--- src/rtl/cache_mem_arbiter_pkg.sv ---
// rtl/cache_mem_arbiter_pkg.sv - shared types and block geometry for the cache/memory arbiter
package cache_arb_pkg;

  localparam int WORDS_PER_BLK = 8;
  localparam int BLK_OFF_W     = $clog2(WORDS_PER_BLK);

  typedef enum logic [1:0] {
    IDLE   = 2'd0,
    WRITE  = 2'd1,
    FILL_D = 2'd2,
    FILL_I = 2'd3
  } arb_state_e;

  // Clears the byte-in-word bit plus the word-offset bits of an address.
  function automatic logic [31:0] blk_base_mask(input int off_w);
    return ~((32'd1 << (off_w + 1)) - 32'd1);
  endfunction

endpackage

--- src/rtl/cache_mem_arbiter_if.sv ---
// rtl/cache_mem_arbiter_if.sv - main-memory command/return port
interface cache_mem_arbiter_if #(
  parameter int ADDR_W = 16,
  parameter int DATA_W = 16
);
  logic              mem_en;
  logic              mem_wr;
  logic [ADDR_W-1:0] mem_addr;
  logic [DATA_W-1:0] mem_wdata;
  logic [DATA_W-1:0] mem_rdata;
  logic              mem_rvalid;

  modport master (
    output mem_en, mem_wr, mem_addr, mem_wdata,
    input  mem_rdata, mem_rvalid
  );

  modport slave (
    input  mem_en, mem_wr, mem_addr, mem_wdata,
    output mem_rdata, mem_rvalid
  );
endinterface

--- src/rtl/cache_mem_arbiter_blk_word_counter.sv ---
// rtl/cache_mem_arbiter_blk_word_counter.sv - word-within-block counter with clear and terminal count
module blk_word_counter #(
  parameter int WIDTH = 3
) (
  input  logic             clk,
  input  logic             rst,
  input  logic             clr,
  input  logic             en,
  output logic [WIDTH-1:0] cnt,
  output logic             tc
);

  // Block size is a power of two, so natural overflow is the wrap.
  always_ff @(posedge clk) begin
    if (rst || clr) begin
      cnt <= '0;
    end else if (en) begin
      cnt <= cnt + 1'b1;
    end
  end

  assign tc = (cnt == '1);

endmodule

--- src/rtl/cache_mem_arbiter.sv ---
// rtl/cache_mem_arbiter.sv - shares main memory between I-fill, D-fill and D write-through
module cache_mem_arbiter
  import cache_arb_pkg::*;
#(
  parameter int ADDR_W        = 16,
  parameter int DATA_W        = 16,
  parameter int WORDS_PER_BLK = cache_arb_pkg::WORDS_PER_BLK
) (
  input  logic                             clk,
  input  logic                             rst,
  input  logic                             icache_miss,
  input  logic [ADDR_W-1:0]                icache_miss_addr,
  input  logic                             dcache_miss,
  input  logic [ADDR_W-1:0]                dcache_miss_addr,
  input  logic                             dcache_wr_req,
  input  logic [ADDR_W-1:0]                dcache_wr_addr,
  input  logic [DATA_W-1:0]                dcache_wr_data,
  cache_mem_arbiter_if.master              mem,
  output logic                             icache_fill_we,
  output logic                             dcache_fill_we,
  output logic [$clog2(WORDS_PER_BLK)-1:0] fill_word,
  output logic [DATA_W-1:0]                fill_data,
  output logic                             icache_fill_done,
  output logic                             dcache_fill_done,
  output logic                             dcache_wr_ack,
  output logic                             busy
);

  localparam int                OFF_W     = $clog2(WORDS_PER_BLK);
  localparam logic [ADDR_W-1:0] BASE_MASK = ADDR_W'(blk_base_mask(OFF_W));

  arb_state_e        state_q, state_d;
  logic [ADDR_W-1:0] base_q;
  logic [ADDR_W-1:0] waddr_q;
  logic [DATA_W-1:0] wdata_q;
  logic              issue_done_q;
  logic              ifill_we_q, dfill_we_q;
  logic              ifill_done_q, dfill_done_q;
  logic [OFF_W-1:0]  fill_word_q;
  logic [DATA_W-1:0] fill_data_q;

  logic [OFF_W-1:0]  issue_cnt, recv_cnt;
  logic              issue_tc, recv_tc;
  logic              is_fill, issue_en, recv_en, cnt_clr;

  assign is_fill  = (state_q == FILL_D) || (state_q == FILL_I);
  assign issue_en = is_fill && !issue_done_q;
  // Once the done pulse is out the block is complete; later returns are not ours.
  assign recv_en  = is_fill && mem.mem_rvalid && !(ifill_done_q || dfill_done_q);
  assign cnt_clr  = (state_q == IDLE);

  blk_word_counter #(.WIDTH(OFF_W)) u_issue_cnt (
    .clk (clk),
    .rst (rst),
    .clr (cnt_clr),
    .en  (issue_en),
    .cnt (issue_cnt),
    .tc  (issue_tc)
  );

  blk_word_counter #(.WIDTH(OFF_W)) u_recv_cnt (
    .clk (clk),
    .rst (rst),
    .clr (cnt_clr),
    .en  (recv_en),
    .cnt (recv_cnt),
    .tc  (recv_tc)
  );

  always_ff @(posedge clk) begin
    if (rst) begin
      state_q      <= IDLE;
      base_q       <= '0;
      waddr_q      <= '0;
      wdata_q      <= '0;
      issue_done_q <= 1'b0;
      ifill_we_q   <= 1'b0;
      dfill_we_q   <= 1'b0;
      ifill_done_q <= 1'b0;
      dfill_done_q <= 1'b0;
      fill_word_q  <= '0;
      fill_data_q  <= '0;
    end else begin
      state_q <= state_d;

      if (state_q == IDLE) begin
        if (dcache_wr_req) begin
          waddr_q <= dcache_wr_addr;
          wdata_q <= dcache_wr_data;
        end else if (dcache_miss) begin
          base_q <= dcache_miss_addr & BASE_MASK;
        end else if (icache_miss) begin
          base_q <= icache_miss_addr & BASE_MASK;
        end
      end

      if (state_q == IDLE) begin
        issue_done_q <= 1'b0;
      end else if (issue_en && issue_tc) begin
        issue_done_q <= 1'b1;
      end

      dfill_we_q   <= recv_en && (state_q == FILL_D);
      ifill_we_q   <= recv_en && (state_q == FILL_I);
      dfill_done_q <= recv_en && recv_tc && (state_q == FILL_D);
      ifill_done_q <= recv_en && recv_tc && (state_q == FILL_I);
      if (recv_en) begin
        fill_data_q <= mem.mem_rdata;
        fill_word_q <= recv_cnt;
      end
    end
  end

  always_comb begin
    state_d       = state_q;
    mem.mem_en    = 1'b0;
    mem.mem_wr    = 1'b0;
    mem.mem_addr  = '0;
    mem.mem_wdata = '0;
    dcache_wr_ack = 1'b0;
    unique case (state_q)
      IDLE: begin
        if (dcache_wr_req)    state_d = WRITE;
        else if (dcache_miss) state_d = FILL_D;
        else if (icache_miss) state_d = FILL_I;
      end
      WRITE: begin
        mem.mem_en    = 1'b1;
        mem.mem_wr    = 1'b1;
        mem.mem_addr  = waddr_q;
        mem.mem_wdata = wdata_q;
        dcache_wr_ack = 1'b1;
        state_d       = IDLE;
      end
      FILL_D, FILL_I: begin
        if (issue_en) begin
          mem.mem_en   = 1'b1;
          mem.mem_addr = base_q | ADDR_W'({issue_cnt, 1'b0});
        end
        if (ifill_done_q || dfill_done_q) state_d = IDLE;
      end
      default: state_d = IDLE;
    endcase
  end

  assign icache_fill_we   = ifill_we_q;
  assign dcache_fill_we   = dfill_we_q;
  assign icache_fill_done = ifill_done_q;
  assign dcache_fill_done = dfill_done_q;
  assign fill_word        = fill_word_q;
  assign fill_data        = fill_data_q;
  assign busy             = (state_q != IDLE);

endmodule

--- src/flat_wrapper.sv ---
// flat-port wrapper written by rule: the top's interface ports become plain ports
module cache_mem_arbiter_flat import cache_arb_pkg::*;
#(
  parameter int ADDR_W        = 16,
  parameter int DATA_W        = 16,
  parameter int WORDS_PER_BLK = cache_arb_pkg::WORDS_PER_BLK
)
  (clk, rst, icache_miss, icache_miss_addr, dcache_miss, dcache_miss_addr, dcache_wr_req, dcache_wr_addr, dcache_wr_data, icache_fill_we, dcache_fill_we, fill_word, fill_data, icache_fill_done, dcache_fill_done, dcache_wr_ack, busy, mem_mem_en, mem_mem_wr, mem_mem_addr, mem_mem_wdata, mem_mem_rdata, mem_mem_rvalid);
  cache_mem_arbiter_if #(.ADDR_W(ADDR_W), .DATA_W(DATA_W)) mem_i ();
  input  logic clk;
  input  logic rst;
  input  logic icache_miss;
  input  logic [ADDR_W-1:0] icache_miss_addr;
  input  logic dcache_miss;
  input  logic [ADDR_W-1:0] dcache_miss_addr;
  input  logic dcache_wr_req;
  input  logic [ADDR_W-1:0] dcache_wr_addr;
  input  logic [DATA_W-1:0] dcache_wr_data;
  output logic icache_fill_we;
  output logic dcache_fill_we;
  output logic [$clog2(WORDS_PER_BLK)-1:0] fill_word;
  output logic [DATA_W-1:0] fill_data;
  output logic icache_fill_done;
  output logic dcache_fill_done;
  output logic dcache_wr_ack;
  output logic busy;
  output wire logic [$bits(mem_i.mem_en)-1:0] mem_mem_en;
  output wire logic [$bits(mem_i.mem_wr)-1:0] mem_mem_wr;
  output wire logic [$bits(mem_i.mem_addr)-1:0] mem_mem_addr;
  output wire logic [$bits(mem_i.mem_wdata)-1:0] mem_mem_wdata;
  input wire logic [$bits(mem_i.mem_rdata)-1:0] mem_mem_rdata;
  input wire logic [$bits(mem_i.mem_rvalid)-1:0] mem_mem_rvalid;
  assign mem_mem_en = mem_i.mem_en;
  assign mem_mem_wr = mem_i.mem_wr;
  assign mem_mem_addr = mem_i.mem_addr;
  assign mem_mem_wdata = mem_i.mem_wdata;
  assign mem_i.mem_rdata = mem_mem_rdata;
  assign mem_i.mem_rvalid = mem_mem_rvalid;
  cache_mem_arbiter #(.ADDR_W(ADDR_W), .DATA_W(DATA_W), .WORDS_PER_BLK(WORDS_PER_BLK)) u_core (.clk(clk), .rst(rst), .icache_miss(icache_miss), .icache_miss_addr(icache_miss_addr), .dcache_miss(dcache_miss), .dcache_miss_addr(dcache_miss_addr), .dcache_wr_req(dcache_wr_req), .dcache_wr_addr(dcache_wr_addr), .dcache_wr_data(dcache_wr_data), .mem(mem_i), .icache_fill_we(icache_fill_we), .dcache_fill_we(dcache_fill_we), .fill_word(fill_word), .fill_data(fill_data), .icache_fill_done(icache_fill_done), .dcache_fill_done(dcache_fill_done), .dcache_wr_ack(dcache_wr_ack), .busy(busy));
endmodule
--- config.mk ---
export PLATFORM = sky130hd
export DESIGN_NAME = cache_mem_arbiter_flat
export DESIGN_NICKNAME = d
export VERILOG_FILES = /design/src/rtl/cache_mem_arbiter_pkg.sv /design/src/rtl/cache_mem_arbiter_if.sv /design/src/rtl/cache_mem_arbiter_blk_word_counter.sv /design/src/rtl/cache_mem_arbiter.sv /design/src/flat_wrapper.sv
export SDC_FILE = /design/constraint.sdc
export NUM_CORES = 1
export LEC_CHECK = 0
export CAP_MARGIN = 0
export CORE_AREA = 2 2 79 118
export DETAILED_ROUTE_END_ITERATION = 8
export DIE_AREA = 0 0 81 120
export GPL_TIMING_DRIVEN = 0
export PLACE_DENSITY = 0.86
export SKIP_LAST_GASP = 1
export SLEW_MARGIN = 20
export SYNTH_ARGS = -nofsm -noshare
export SYNTH_HDL_FRONTEND = slang
export SYNTH_SLANG_ARGS = --single-unit
--- constraint.sdc ---
create_clock -name clk -period 1.4 [get_ports clk]
set_clock_uncertainty 0.05 [all_clocks]
set_input_delay 0.28 -clock clk [delete_from_list [all_inputs] [get_ports clk]]
set_output_delay 0.28 -clock clk [all_outputs]
set_load 0.01 [all_outputs]
==> results of run 1 <==
## critical path: stages (launching register included)
cell     delay, ps
dfxtp_2        350
buf_6          100
nor2b_4        290
buf_6          170
a22o_1         150
buf_2          130
## power by group
group / leakage, nW / switching (W) / internal, W
combinational: 1.84 / 0.000713 / 0.000854
clock: 0.163 / 0.000872 / 0.00174
sequential: 0.622 / 0.000126 / 0.00229
total: 2.63 / 0.00171 / 0.00488
## registers in the layout (all words and copies together) (netlist names)
| signal | cells |
|---|---|
| u_core.issue_done_q | 1 |
| u_core.icache_fill_done | 1 |
| u_core.fill_data | 16 |
| u_core.dcache_fill_done | 1 |
| u_core.fill_word | 3 |
| u_core.state_q | 2 |
| u_core.waddr_q | 16 |
| u_core.icache_fill_we | 1 |
| u_core.base_q | 12 |
| u_core.u_issue_cnt.cnt | 3 |
| u_core.dcache_fill_we | 1 |
| u_core.wdata_q | 16 |
| u_core.u_recv_cnt.cnt | 3 |
## per-layer routing
metal,GRT usage [%],wire (um),up-vias
li1,-,-,1616
met1,23.0,4140,1643
met2,40.0,6450,126
met3,5.41,733,31
met4,8.58,369,0
met5,0,0,-
## logic make-up (layout without fill, tap and decap cells)
| kind of cell | Yosys count | count (layout) | synth area share [%] |
|---|---|---|---|
| buffers and inverters | 32 | 216 | 5.85 |
| DFF | 76 | 76 | 48.4 |
| AOI/OAI and AO/OA | 97 | 97 | 18.4 |
| and+or+nand+nor | 147 | 148 | 20.8 |
| muxes | 14 | 14 | 4.45 |
| xor gates and xnor gates | 2 | 2 | 0.557 |
| adders and majority gates | 4 | 4 | 1.59 |
## cells in the mapped netlist (all sizes together)
| cell type | number |
|---|---|
| nand3 | 1 |
| nor3 | 2 |
| mux2i | 14 |
| ha | 4 |
| or3b | 1 |
| dfxtp | 76 |
| o21ai | 1 |
| clkbuf | 9 |
| inv | 1 |
| a21oi | 67 |
| nor2 | 8 |
| o21ba | 1 |
| a22o | 15 |
| nand4bb | 1 |
| a211oi | 12 |
| nor2b | 3 |
| nand2b | 1 |
| nor3b | 1 |
| a22oi | 1 |
| and2 | 20 |
| and4bb | 1 |
| xnor2 | 2 |
| or2 | 1 |
| buf | 22 |
| nand2 | 107 |
## per-stage QoR
stage	setup TNS, ps	hold slack [ps]	instances	power [W]	worst slack (ps)
final	-21500	343	667	0.00660	-456
after global routing	-26390	350	667	0.00686	-543
after CTS	-21790	334	660	0.00629	-475
after detailed placement	-56820	394	617	0.00338	-700
after global placement	-54470	388	617	0.00335	-687
after floorplan	0	314	372	0.00288	4.25
## layout make-up
type	instances	area (sq um)	area share, %
clock buffers	11	233	3.81
multi-input cells	265	2130	35.0
flip-flops and latches	76	1530	25.0
well taps	110	138	2.26
repair buffers	172	1700	27.9
clock inverters	5	100	1.64
plain buffers	27	265	4.35
inverters	1	3.75	0.0615
## timing repair
item | 4_1_cts | 5_1_grt
pin swaps | 64 | 74
cloned | 9 | 1
buffers inserted | 19 | 12
gates resized for setup | 299 | 168
endpoints found under the setup margin | 119 | 111
## worst max path at each step
stage	from	cells past startpoint	end
5_1_grt	u_core.state_q[1]	5	mem_mem_addr[6]
3_3_place_gp	u_core.state_q[0]	5	mem_mem_addr[3]
4_1_cts	u_core.state_q[0]	6	mem_mem_addr[14]
6_report	u_core.state_q[1]	5	mem_mem_addr[14]
3_5_place_dp	u_core.state_q[0]	5	mem_mem_addr[3]
2_1_floorplan	u_core.state_q[1]	5	mem_mem_addr[10]
==> results.py, run 1 <==
metrics = {
    "outcome": {
        "outcome": "finished, violations left",
        "violations": "negative setup slack",
    },
    "routing": {
        "drc": 0,
        "viasPerCell": 5.12,
        "drt_wl_total_mm": 11.7,
        "avgRoutedWirePerCell_um": 17.5,
        "vias": 3416,
        "drt_iter0_markers": 137,
        "final_antenna_net_count": 0,
        "dr.pass1.iters": 4,
    },
    "logic_synthesis": {
        "syn_area_sq_mm": 0.00315,
        "synth_seq_cells": 76,
        "syn_area_per_cell_sq_um": 8.46,
        "seq_area_frac_synth_pct": 48.4,
        "synthCells": 372,
        "synth_top_area_cell": "dfxtp_1",
        "synth_cell_types": 31,
        "yosys.area.top_type_share_pct": 48.4,
        "ys_top_cells_by_area": "dfxtp_1 48%, nand2_1 13%, a21oi_1 11%",
        "yosysWarnings": 0,
        "synth_nets": 462,
    },
    "floorplanning": {
        "die-height_um": 120,
        "core-area_sq_mm": 0.00872,
        "chipWidth_um": 81,
        "rows": 42,
        "dieArea_sq_mm": 0.00972,
        "start_util_pct": 36.1,
        "io_pins": 145,
    },
    "clock_network": {
        "cts_sinks": 76,
        "cts_inserted_buffers": 9,
        "clock_path_buffers": 2,
        "clk_latency_ps": 330,
        "root_buffer": "clkbuf_16",
        "postCtsHoldBufs": 0,
        "cts.htree.levels": 3,
        "cts_tree": "built",
        "clk_pin_slew_worst_paths_ps": 60,
    },
    "power_and_ir_drop": {
        "power_density_mw_per_mm2": 1080,
        "peakVddDrop_uv": 914,
        "leakage_nw": 2.63,
    },
    "placed_design": {
        "dpl.hpwl_mm": 6.93,
        "port_buffers": 135,
        "gpl.final_weighted_congestion": 0.786,
        "post_dp_cell_area_sq_mm": 0.00464,
    },
    "sta": {
        "fin_crit_ps": 1860,
        "max_slew_margin_pct": 53.0,
        "fin_crit_sh_pct": 133,
        "finalSetupViolCount": 99,
        "rsz0062_at_grt": "yes",
        "setup_slack_ps": -456,
        "finalHoldViolations": 0,
        "worst_pin_slew_ps": 705,
        "fmax_mhz": 539,
        "final-max-slew-violation-count": 0,
    },
    "global_route": {
        "antenna_found_initial": 0,
        "grt_usage_pct": 21.8,
        "grt_overflow": 0,
        "grt_pass1_vias": 3388,
        "grt_first_pass_wirelength_mm": 16.4,
        "grt_max_degree": 13,
    },
    "critical_path": {
        "start_kind": "register",
        "r2r-end": "u_core.wdata_q[9]",
        "r2r_setup_slack_ps": -260,
        "cp_max_fo": 8,
        "cp.arrival_ps": 1530,
        "r2r-start": "u_core.state_q[0]",
        "end_kind": "output pin",
        "cp.required_ps": 1070,
        "path_class": "reg -> out",
        "worstRegToRegCells": 7,
    },
    "cells_and_area": {
        "utilization_pct": 69.9,
        "area_delta_synth_final_pct": 94.0,
        "num_antenna_cells": 0,
        "fillers": 636,
        "drive_above_1_share_pct": 46.7,
        "mostFrequentLayoutCells": "76 x clkdlybuf4s50_1, 74 x dfxtp_1, 61 x nand2_1",
        "nNetsFinal": 642,
        "final_cell_area_sq_mm": 0.00610,
        "final_common_cell": "clkdlybuf4s50_1",
    },
    "worst_hold_path": {
        "hold_class": "in -> reg",
        "hold_depth": 4,
        "hold_start": "dcache_miss",
        "worstHoldEndpoint": "u_core.state_q[0]",
    },
    "job": {
        "drv_cap": 0,
    },
}
(Power assumes the default switching activity.)
==> run 2, diff against run 1 <==
--- a/config.mk
+++ b/config.mk
@@ -6,11 +6,14 @@
 export NUM_CORES = 1
 export LEC_CHECK = 0
 export CAP_MARGIN = 0
-export CORE_AREA = 2 2 79 118
+export CORE_AREA = 2 2 65 97
 export DETAILED_ROUTE_END_ITERATION = 8
-export DIE_AREA = 0 0 81 120
+export DIE_AREA = 0 0 67 99
+export DONT_BUFFER_PORTS = 1
 export GPL_TIMING_DRIVEN = 0
-export PLACE_DENSITY = 0.86
+export MAX_ROUTING_LAYER = met4
+export PLACE_DENSITY = 0.84
+export RECOVER_POWER = 50
 export SKIP_LAST_GASP = 1
 export SLEW_MARGIN = 20
 export SYNTH_ARGS = -nofsm -noshare
==> results.py, run 2 (same netlist as run 1, synthesis figures left out) <==
metrics = {
    "outcome": {
        "outcome": "finished, violations left",
        "violations": "negative setup slack",
    },
    "routing": {
        "drt_wl_total_mm": 8.87,
        "drc": 0,
        "dr.pass1.iters": 4,
        "vias": 2751,
        "final_antenna_net_count": 0,
        "viasPerCell": 5.65,
        "avgRoutedWirePerCell_um": 18.2,
        "drt_iter0_markers": 181,
    },
    "cells_and_area": {
        "area_delta_synth_final_pct": 35.0,
        "multi_input_area_sq_mm": 0.00179,
        "nNetsFinal": 500,
        "mostFrequentLayoutCells": "78 x nand2_1, 74 x dfxtp_1, 52 x a21oi_1",
        "num_antenna_cells": 0,
        "seq_area_sq_mm": 0.00153,
        "final_common_cell": "nand2_1",
        "fillers": 422,
        "drive_above_1_share_pct": 37.1,
        "final_cell_area_sq_mm": 0.00425,
    },
    "global_route": {
        "met2_usage_pct": 47.3,
        "grt.met3_usage_pct": 5.71,
        "grt_overflow": 0,
        "antenna_found_initial": 0,
        "busiest_layer": "met2",
        "grt_max_degree": 13,
        "grt_pass1_vias": 2701,
        "grt_first_pass_wirelength_mm": 13.1,
        "grt_usage_pct": 27.2,
        "grtUsageMet1_pct": 28.0,
    },
    "job": {
        "drv_cap": 0,
    },
    "power_and_ir_drop": {
        "fin_total_pwr_w": 0.00545,
        "leakage_nw": 1.68,
        "power_density_mw_per_mm2": 1280,
        "peakVddDrop_uv": 946,
    },
    "clock_network": {
        "cts.htree.levels": 3,
        "clk_pin_slew_worst_paths_ps": 80,
        "clock_path_buffers": 2,
        "root_buffer": "clkbuf_8",
        "clk_latency_ps": 340,
        "cts_inserted_buffers": 9,
        "cts_sinks": 76,
        "cts_tree": "built",
    },
    "sta": {
        "setup_slack_ps": -363,
        "whs_ps": 8.11,
        "fin_crit_sh_pct": 126,
        "worst_pin_slew_ps": 675,
        "fmax_mhz": 567,
        "finalHoldViolations": 0,
        "fin_crit_ps": 1760,
        "rsz0062_at_grt": "yes",
        "tns_ps": -16400,
        "finalSetupViolCount": 94,
        "max_slew_margin_pct": 55.0,
        "final-max-slew-violation-count": 0,
    },
    "critical_path": {
        "end_kind": "output pin",
        "cp_max_fo": 5,
        "cp.arrival_ps": 1430,
        "cp.required_ps": 1070,
        "start_kind": "register",
        "path_class": "reg -> out",
    },
    "floorplanning": {
        "chipWidth_um": 67,
        "core-area_sq_mm": 0.00579,
        "rows": 34,
        "die-height_um": 99,
        "dieArea_sq_mm": 0.00663,
        "start_util_pct": 54.4,
        "io_pins": 145,
    },
    "placed_design": {
        "post_dp_cell_area_sq_mm": 0.00324,
        "post-place-ws_ps": -176,
        "dpl.hpwl_mm": 5.45,
        "port_buffers": 0,
        "gpl.final_weighted_congestion": 0.760,
    },
    "worst_hold_path": {
        "hold_class": "in -> reg",
    },
}
run 2: where the power goes:
| part | internal (W) | switching (W) | total, W |
|---|---|---|---|
| clock network | 0.00128 | 0.000768 | 0.00205 |
| logic | 0.000486 | 0.000511 | 0.000997 |
| registers | 0.00229 | 0.000113 | 0.00240 |
| total | 0.00406 | 0.00139 | 0.00545 |
run 2: critical path: stages (launching register included):
cell	delay [ps]
dfxtp_2	330
buf_6	110
nor2b_4	120
buf_6	130
buf_8	130
a22o_4	260
run 2: per-stage QoR:
stage / util, % / cells
floorplan: - / 372
global placement: 56.0 / 444
detailed placement: 56.0 / 444
CTS: 72.3 / 487
global route: 73.4 / 487
finish: 73.4 / 487
run 2: final cells by class:
cell class	instances	share of cell area, %
multi-input cells	264	42.2
flip-flops and latches	76	35.9
plain buffers	30	6.89
repair buffers	28	6.84
clock buffers	12	3.65
clock inverters	4	2.24
well taps	72	2.12
inverters	1	0.0884
run 2: repair_timing:
action	in CTS	in global routing
resized for setup	129	22
hold buffers	1	0
buffers inserted	17	2
gates cloned	9	0
hold endpoints to repair	2	0
endpoints found under the setup margin	80	111
pin swaps	43	14
run 2: worst paths after layout:
| check | cells past startpoint | slack [ps] | startpoint | endpoint |
|---|---|---|---|---|
| min | 2 | 8 | mem_mem_rdata[15] | u_core.fill_data[15] |
| max reg2reg | 6 | -160 | u_core.state_q[1] | u_core.waddr_q[7] |
| min reg2reg | 2 | 410 | u_core.wdata_q[8] | u_core.wdata_q[8] |
| max | 5 | -360 | u_core.state_q[1] | mem_mem_addr[6] |
run 2: layer usage:
metal	share of wire [%]	wire [um]
met1	36	3210
met4	2.3	208
met5	0	0
met2	54	4790
met3	7.4	661
